File: src/rtl/fp_pkg.sv
// Shared types, flag positions and width helpers for the floating-point add/subtract block.
package fp_pkg;

   typedef enum logic [2:0] {
      S_IDLE,
      S_UNPACK,
      S_ALIGN,
      S_ADD,
      S_NORM,
      S_ROUND,
      S_OUT
   } state_t;

   localparam int unsigned FLAG_INVALID   = 3;
   localparam int unsigned FLAG_OVERFLOW  = 2;
   localparam int unsigned FLAG_UNDERFLOW = 1;
   localparam int unsigned FLAG_INEXACT   = 0;

   function automatic int unsigned fp_word_w(input int unsigned exp_w, input int unsigned man_w);
      return 1 + exp_w + man_w;
   endfunction

   // carry, hidden one, fraction, guard, round, sticky
   function automatic int unsigned fp_sig_w(input int unsigned man_w);
      return man_w + 5;
   endfunction

   function automatic int unsigned fp_exp_iw(input int unsigned exp_w);
      return exp_w + 2;
   endfunction

   function automatic logic [63:0] fp_qnan(input int unsigned exp_w, input int unsigned man_w);
      logic [63:0] q;
      q = '0;
      for (int unsigned i = 0; i < exp_w; i++) begin
         q = q | (64'd1 << (man_w + i));
      end
      q = q | (64'd1 << (man_w - 1));
      return q;
   endfunction

endpackage

File: src/rtl/fp_lzc.sv
// Combinational leading-zero counter; an all-zero input reports WIDTH.
module fp_lzc #(
   parameter int unsigned WIDTH = 8,
   parameter int unsigned CW    = $clog2(WIDTH + 1)
) (
   input  logic [WIDTH-1:0] i_bits,
   output logic [CW-1:0]    o_count
);

   localparam int unsigned IW = (WIDTH > 1) ? $clog2(WIDTH) : 1;

   // Higher set bits override lower ones, so the last hit is the leading one.
   always_comb begin
      o_count = CW'(WIDTH);
      for (int unsigned i = 0; i < WIDTH; i++) begin
         if (i_bits[IW'(i)]) o_count = CW'(WIDTH - 1 - i);
      end
   end

endmodule

File: src/rtl/fp_addsub.sv
// Multi-cycle floating-point adder/subtractor: round-to-nearest-even, flush-to-zero inputs,
// specials resolved in UNPACK, result held on output_z_stb until output_z_ack.
module fp_addsub
   import fp_pkg::*;
#(
   parameter int unsigned EXP_W = 8,
   parameter int unsigned MAN_W = 23
) (
   input  logic                   clk,
   input  logic                   rst,
   input  logic                   in_valid,
   output logic                   in_ready,
   input  logic                   sel,
   input  logic [EXP_W+MAN_W:0]   input_a,
   input  logic [EXP_W+MAN_W:0]   input_b,
   output logic [EXP_W+MAN_W:0]   output_z,
   output logic                   output_z_stb,
   input  logic                   output_z_ack,
   output logic [3:0]             output_flags
);

   localparam int unsigned W  = fp_word_w(EXP_W, MAN_W);
   localparam int unsigned SW = fp_sig_w(MAN_W);
   localparam int unsigned EW = fp_exp_iw(EXP_W);
   localparam int unsigned CW = $clog2(SW);
   localparam logic [63:0]   QNAN_WIDE = fp_qnan(EXP_W, MAN_W);
   localparam logic [W-1:0]  QNAN      = QNAN_WIDE[W-1:0];
   localparam logic [EW-1:0] EMAX      = {2'b00, {EXP_W{1'b1}}};

   state_t          r_state;
   logic [W-1:0]    r_a, r_b;
   logic            r_sign, r_sub, r_zero;
   logic [EW-1:0]   r_e;
   logic [SW-1:0]   r_ma, r_mb, r_m;
   logic [W-1:0]    r_z;
   logic [3:0]      r_flags;
   logic            r_stb, r_ready;

   assign in_ready     = r_ready;
   assign output_z     = r_z;
   assign output_z_stb = r_stb;
   assign output_flags = r_flags;

   logic [EXP_W-1:0] w_ea, w_eb;
   logic [MAN_W-1:0] w_fa, w_fb;
   logic             w_sa, w_sb;
   logic             w_a_nan, w_b_nan, w_a_inf, w_b_inf, w_a_zero, w_b_zero;

   assign w_sa     = r_a[W-1];
   assign w_sb     = r_b[W-1];
   assign w_ea     = r_a[W-2 -: EXP_W];
   assign w_eb     = r_b[W-2 -: EXP_W];
   assign w_fa     = r_a[MAN_W-1:0];
   assign w_fb     = r_b[MAN_W-1:0];
   assign w_a_zero = ~|w_ea;
   assign w_b_zero = ~|w_eb;
   assign w_a_nan  = (&w_ea) & (|w_fa);
   assign w_b_nan  = (&w_eb) & (|w_fb);
   assign w_a_inf  = (&w_ea) & ~(|w_fa);
   assign w_b_inf  = (&w_eb) & ~(|w_fb);

   logic         w_special;
   logic [W-1:0] w_spec_z;
   logic [3:0]   w_spec_f;

   always_comb begin
      w_special = 1'b1;
      w_spec_z  = '0;
      w_spec_f  = '0;
      if (w_a_nan | w_b_nan | (w_a_inf & w_b_inf & (w_sa ^ w_sb))) begin
         w_spec_z               = QNAN;
         w_spec_f[FLAG_INVALID] = 1'b1;
      end else if (w_a_inf) begin
         w_spec_z = r_a;
      end else if (w_b_inf) begin
         w_spec_z = r_b;
      end else if (w_a_zero & w_b_zero) begin
         w_spec_z = {w_sa & w_sb, {(W-1){1'b0}}};
      end else if (w_a_zero) begin
         w_spec_z = r_b;
      end else if (w_b_zero) begin
         w_spec_z = r_a;
      end else begin
         w_special = 1'b0;
      end
   end

   // Alignment: larger magnitude first, smaller shifted right with lost bits folded into sticky.
   logic             w_a_ge;
   logic [W-1:0]     w_big, w_small;
   logic [SW-1:0]    w_big_sig, w_small_sig, w_shr, w_mb_al;
   logic [EXP_W-1:0] w_d;
   logic             w_lost;

   assign w_a_ge      = r_a[W-2:0] >= r_b[W-2:0];
   assign w_big       = w_a_ge ? r_a : r_b;
   assign w_small     = w_a_ge ? r_b : r_a;
   assign w_big_sig   = {2'b01, w_big[MAN_W-1:0], 3'b000};
   assign w_small_sig = {2'b01, w_small[MAN_W-1:0], 3'b000};
   assign w_d         = w_big[W-2 -: EXP_W] - w_small[W-2 -: EXP_W];
   assign w_shr       = w_small_sig >> w_d;
   assign w_lost      = |(w_small_sig & ~({SW{1'b1}} << w_d));
   assign w_mb_al     = {w_shr[SW-1:1], w_shr[0] | w_lost};

   logic [SW-1:0] w_sum;
   assign w_sum = r_sub ? (r_ma - r_mb) : (r_ma + r_mb);

   logic [CW-1:0] w_lz;
   logic [SW-1:0] w_norm_m;
   logic [EW-1:0] w_norm_e;

   fp_lzc #(
      .WIDTH (SW - 1),
      .CW    (CW)
   ) u_lzc (
      .i_bits  (r_m[SW-2:0]),
      .o_count (w_lz)
   );

   assign w_norm_m = r_m << w_lz;
   assign w_norm_e = r_e - EW'(w_lz);

   logic             w_g, w_r, w_s, w_up, w_rc, w_ovf, w_unf;
   logic [MAN_W+1:0] w_rm;
   logic [MAN_W-1:0] w_frac;
   logic [EW-1:0]    w_re;
   logic [W-1:0]     w_rnd_z;
   logic [3:0]       w_rnd_f;

   assign w_g    = r_m[2];
   assign w_r    = r_m[1];
   assign w_s    = r_m[0];
   assign w_up   = w_g & (w_r | w_s | r_m[3]);
   assign w_rm   = {1'b0, r_m[SW-2:3]} + {{(MAN_W+1){1'b0}}, w_up};
   assign w_rc   = w_rm[MAN_W+1];
   assign w_frac = w_rc ? w_rm[MAN_W:1] : w_rm[MAN_W-1:0];
   assign w_re   = r_e + {{(EW-1){1'b0}}, w_rc};
   assign w_ovf  = ~w_re[EW-1] & (w_re >= EMAX);
   assign w_unf  = w_re[EW-1] | (w_re == '0);

   always_comb begin
      w_rnd_z = '0;
      w_rnd_f = '0;
      if (r_zero) begin
         w_rnd_z = '0;
      end else if (w_ovf) begin
         w_rnd_z                 = {r_sign, {EXP_W{1'b1}}, {MAN_W{1'b0}}};
         w_rnd_f[FLAG_OVERFLOW]  = 1'b1;
         w_rnd_f[FLAG_INEXACT]   = 1'b1;
      end else if (w_unf) begin
         w_rnd_z                 = {r_sign, {(W-1){1'b0}}};
         w_rnd_f[FLAG_UNDERFLOW] = 1'b1;
         w_rnd_f[FLAG_INEXACT]   = 1'b1;
      end else begin
         w_rnd_z               = {r_sign, w_re[EXP_W-1:0], w_frac};
         w_rnd_f[FLAG_INEXACT] = w_g | w_r | w_s;
      end
   end

   always_ff @(posedge clk) begin
      if (rst) begin
         r_state <= S_IDLE;
         r_ready <= 1'b1;
         r_z     <= '0;
         r_stb   <= 1'b0;
         r_flags <= '0;
      end else begin
         case (r_state)
            S_IDLE: begin
               if (in_valid) begin
                  r_a     <= input_a;
                  r_b     <= {input_b[W-1] ^ sel, input_b[W-2:0]};
                  r_ready <= 1'b0;
                  r_state <= S_UNPACK;
               end
            end
            S_UNPACK: begin
               if (w_special) begin
                  r_z     <= w_spec_z;
                  r_flags <= w_spec_f;
                  r_stb   <= 1'b1;
                  r_state <= S_OUT;
               end else begin
                  r_state <= S_ALIGN;
               end
            end
            S_ALIGN: begin
               r_ma    <= w_big_sig;
               r_mb    <= w_mb_al;
               r_e     <= {2'b00, w_big[W-2 -: EXP_W]};
               r_sign  <= w_big[W-1];
               r_sub   <= w_sa ^ w_sb;
               r_state <= S_ADD;
            end
            S_ADD: begin
               r_m     <= w_sum;
               r_zero  <= (w_sum == '0);
               r_state <= S_NORM;
            end
            S_NORM: begin
               if (r_m[SW-1]) begin
                  r_m <= {1'b0, r_m[SW-1:2], r_m[1] | r_m[0]};
                  r_e <= r_e + EW'(1);
               end else begin
                  r_m <= w_norm_m;
                  r_e <= w_norm_e;
               end
               r_state <= S_ROUND;
            end
            S_ROUND: begin
               r_z     <= w_rnd_z;
               r_flags <= w_rnd_f;
               r_stb   <= 1'b1;
               r_state <= S_OUT;
            end
            S_OUT: begin
               if (r_stb && output_z_ack) begin
                  r_stb   <= 1'b0;
                  r_ready <= 1'b1;
                  r_state <= S_IDLE;
               end
            end
            default: begin
               r_state <= S_IDLE;
               r_ready <= 1'b1;
               r_stb   <= 1'b0;
            end
         endcase
      end
   end

endmodule

File: config.mk
export PLATFORM = sky130hd
export DESIGN_NAME = fp_addsub
export DESIGN_NICKNAME = d
export VERILOG_FILES = /design/src/rtl/fp_pkg.sv /design/src/rtl/fp_lzc.sv /design/src/rtl/fp_addsub.sv
export SDC_FILE = /design/constraint.sdc
export NUM_CORES = 1
export LEC_CHECK = 0
export BUFFER_PORTS_ARGS = -buffer_cell sky130_fd_sc_hd__buf_2
export CAP_MARGIN = 20
export CORE_MARGIN = 2
export CORE_UTILIZATION = 30
export DETAILED_ROUTE_END_ITERATION = 10
export PLACE_DENSITY_LB_ADDON = 0.3
export RECOVER_POWER = 100
export SYNTH_ARGS = -nofsm -noshare
export SYNTH_HDL_FRONTEND = slang
export SYNTH_HIERARCHICAL = 1
export SYNTH_SLANG_ARGS = --single-unit
File: constraint.sdc
create_clock -name clk -period 8.2 [get_ports clk]
set_input_delay 0.82 -clock clk [delete_from_list [all_inputs] [get_ports clk]]
set_output_delay 0.82 -clock clk [all_outputs]
set_load 0.01 [all_outputs]
==> flow_summary_export.csv <==
group,metric,value,unit
timing,tightest_slew,3.56,ns
timing,max-slew-margin-rel,-1.38,
logic_synthesis,ys.flop_type,"edfxtp_1",
clocking,cts_resized,0,
final_layout,final_cell_mix,"nor2_1, nand2_1, edfxtp_1",
timing,fmax,146,MHz
clocking,clock-sinks,196,
outcome,status,"finished with violations",
routing,drtIter0Drc,1618,
timing,setup_violations,0,
clocking,postCtsHoldBufs,0,
final_layout,multi_input_area,9770,um^2
placed_design,hpwl,44300,um
floorplan,dieArea,55500,um^2
worst_setup_path,cp-end-kind,"flop",
worst_setup_path,cp-start-kind,"flop",
floorplan,die_h,236,um
worst_setup_path,cp.required,8.37,ns
final_layout,syn2layout_area_growth,10.3,%
routing,drt-wirelength-per-cell,21.9,um
clocking,post_cts_buffers,0,
outcome,failed_checks,"max-capacitance violations, max-slew violations",
worst_setup_path,worst_path_largest_cell_delay,0.77,ns
global_route,grt_pass1_vias,14000,
worst_setup_path,cp.arrival,7.04,ns
logic_synthesis,synth.largest_area_cell,"edfxtp_1",
logic_synthesis,synthXorXnorAreaFrac,0.0381,
worst_setup_path,critical_path.top_delay_family,"simple AND/OR/NAND/NOR gates",
logic_synthesis,synthMuxAreaShare,0.0870,
logic_synthesis,ys_seq_area_frac,0.340,
worst_setup_path,path_cells,"inv_1 -> ha_1 -> nand2_1 -> or3_1 -> o211ai_1 -> or2_4 -> nor2_1 -> a21oi_1 -> ha_1 -> nand3_1 -> o211ai_1 -> or2_0 -> xnor2_1 -> clkbuf_1 -> nand2_1 -> a22oi_1 -> nand4_1 -> a2111oi_0 -> o2111ai_1",
routing,dr.pass1.iters,6,
global_route,grt_pass1_wl,87300,um
logic_synthesis,synthArstFlopShare,0,
worst_setup_path,path_class,"reg -> reg",
timing,hold_violations,0,
final_layout,antennaDiodeCount,0,
placed_design,placedInstanceArea,17300,um^2
final_layout,final_common_cell,"nor2_1",
power_and_ir_drop,power_leakage,6.60,nW
routing,ant_nets,0,
routing,via_per_inst,5.66,
placed_design,place_congestion,0.945,
logic_synthesis,synth_top_area_frac,0.289,
final_layout,seqCellArea,5480,um^2
timing,fin_skew,0.0161,ns
routing,vias,14900,
global_route,overflow,0,
final_layout,num-nets-final,2096,
power_and_ir_drop,p_per_area,182,nW/um^2
logic_synthesis,synthAdderAreaFrac,0.0755,
floorplan,start_util,0.305,
final_layout,final_area,17800,um^2
logic_synthesis,synth_area,16100,um^2
logic_synthesis,synthTopCellsByArea,"edfxtp_1, ha_1, mux2i_1",
power_and_ir_drop,p_total,0.00324,W
logic_synthesis,synth_nets,2066,
power_and_ir_drop,ir_drop,0.145,mV
placed_design,port_buffers,106,
timing,min_period,6.87,ns
logic_synthesis,synth_cells,1901,
clocking,cts_tree,"yes",
floorplan,num_rows,84,
routing,wl,57600,um
clocking,htreeDepth,4,
global_route,grt_start_max_net_pins,67,
logic_synthesis,ys_seq_elements,196,
clocking,clock_latency,0.47,ns
clocking,clk_pin_slew,0.08,ns
worst_setup_path,path_buf_inv,2,
min_path,hp-class,"reg -> reg",
logic_synthesis,synth_edf_count,155,
timing,min_period_over_period,0.838,
logic_synthesis,yosys_warnings,6,
logic_synthesis,ys_types,87,
job,max_cap_violations,5,
timing,rsz0062_at_grt,"no",
final_layout,layout-drive-gt1-share,0.0797,
clocking,numCtsBuffers,17,
logic_synthesis,avgSynthCellArea,8.47,um^2
clocking,cts_root_buf,"clkbuf_16",
logic_synthesis,synth_compound_area_frac,0.215,
timing,maxSlewViolCount,229,
routing,drc,0,
floorplan,core_region_area,52800,um^2
logic_synthesis,synth_top_family_by_area,"compound AO/OA/AOI/OAI gates",
global_route,grt_antenna_before_repair,0,
floorplan,ioPinCount,107,
final_layout,nFillCells,5571,
worst_setup_path,crit_slowest_cell,"ha_1",
logic_synthesis,synth_simple_gate_area_frac,0.190,
clocking,clock_path_buffers,2,
floorplan,die_x,236,um
timing,setup_tns,0,ns
worst_setup_path,crit_fanout,66,
global_route,track_usage,0.202,
cell usage after synthesis (all sizes together), types with 9 or more instances:
| master | number |
|---|---|
| nor2 | 202 |
| nand2 | 180 |
| edfxtp | 155 |
| o21ai | 150 |
| a21oi | 127 |
| inv | 108 |
| mux2i | 95 |
| ha | 94 |
| clkbuf | 91 |
| nor3 | 65 |
| nand3 | 44 |
| dfxtp | 41 |
| xnor2 | 41 |
| a22oi | 33 |
| a31oi | 32 |
| a211oi | 31 |
| buf | 29 |
| xor2 | 29 |
| nand4 | 25 |
| nor4 | 25 |
| o211ai | 23 |
| nor2b | 22 |
| nand2b | 21 |
| and3 | 20 |
| mux2 | 16 |
| a221oi | 15 |
| and2 | 14 |
| o221ai | 14 |
| o31ai | 13 |
| mux4 | 12 |
| a21o | 10 |
| o21a | 9 |
registers in the layout, indices dropped and copies added, names as in the netlist:
signal and flops:
in_ready 1, r_a 32, r_state 3, r_sub 1, r_b 32, r_ma 23
r_e 10, output_z 32, r_sign 1, r_mb 27, r_zero 1, output_z_stb 1
output_flags 4, r_m 28
final timing paths:
path,startpoint,to,slack [ns],cells after the start
min reg2reg,in_ready,in_ready,0.48,2
max,r_b[23],r_mb[0],1.33,19
min,in_ready,in_ready,0.48,2
max reg2reg,r_b[23],r_mb[0],1.33,19
worst register-to-register path: cells and delay by family (launching register included):
family / cells / cell delay, ns
buffers and inverters: 2 / 0.72
DFF: 1 / 0.48
adders and majority gates: 2 / 0.96
xor gates and xnor gates: 1 / 0.14
and+or+nand+nor: 8 / 2.38
AOI/OAI and AO/OA: 6 / 1.91
through the flow:
stage	worst slack (ns)	hold WS, ns	instances	util
finish	1.33	0.484	2632	0.337
global route	0.828	0.505	2632	0.337
CTS	1.97	0.483	2632	0.339
detailed placement	2.05	0.466	2600	0.328
global placement	1.99	0.452	2599	0.328
floorplan	2.26	0.501	1901	-
layer usage:
layer	vias up	GRT usage	routed length (um)
li1	7080	-	-
met1	7144	0.282	26700
met2	617	0.328	26300
met3	63	0.0271	3480
met4	0	0.0556	1110
met5	-	0	0
area by class of cell:
cell class | count | share of cell area
repair buffers | 131 | 0.0361
inverters | 109 | 0.0230
flip-flops and latches | 196 | 0.308
clock inverters | 15 | 0.0102
well taps | 688 | 0.0485
multi-input cells | 1476 | 0.550
clock buffers | 17 | 0.0239
cell families (layout without fill, tap and decap cells):
family | Yosys count | after routing
compound gates | 534 | 534
xor+xnor | 70 | 70
fa+ha+maj | 96 | 96
buf+inv | 229 | 272
flops | 196 | 196
mux | 123 | 123
simple gates | 653 | 653
where the power goes:
part	leakage [nW]	total, W	switching, W	internal [W]
Clock	0.299	0.000887	0.000422	0.000464
Combinational	4.54	0.00107	0.000687	0.000388
Sequential	1.76	0.00128	0.000109	0.00117
(Power assumes the default switching activity.)
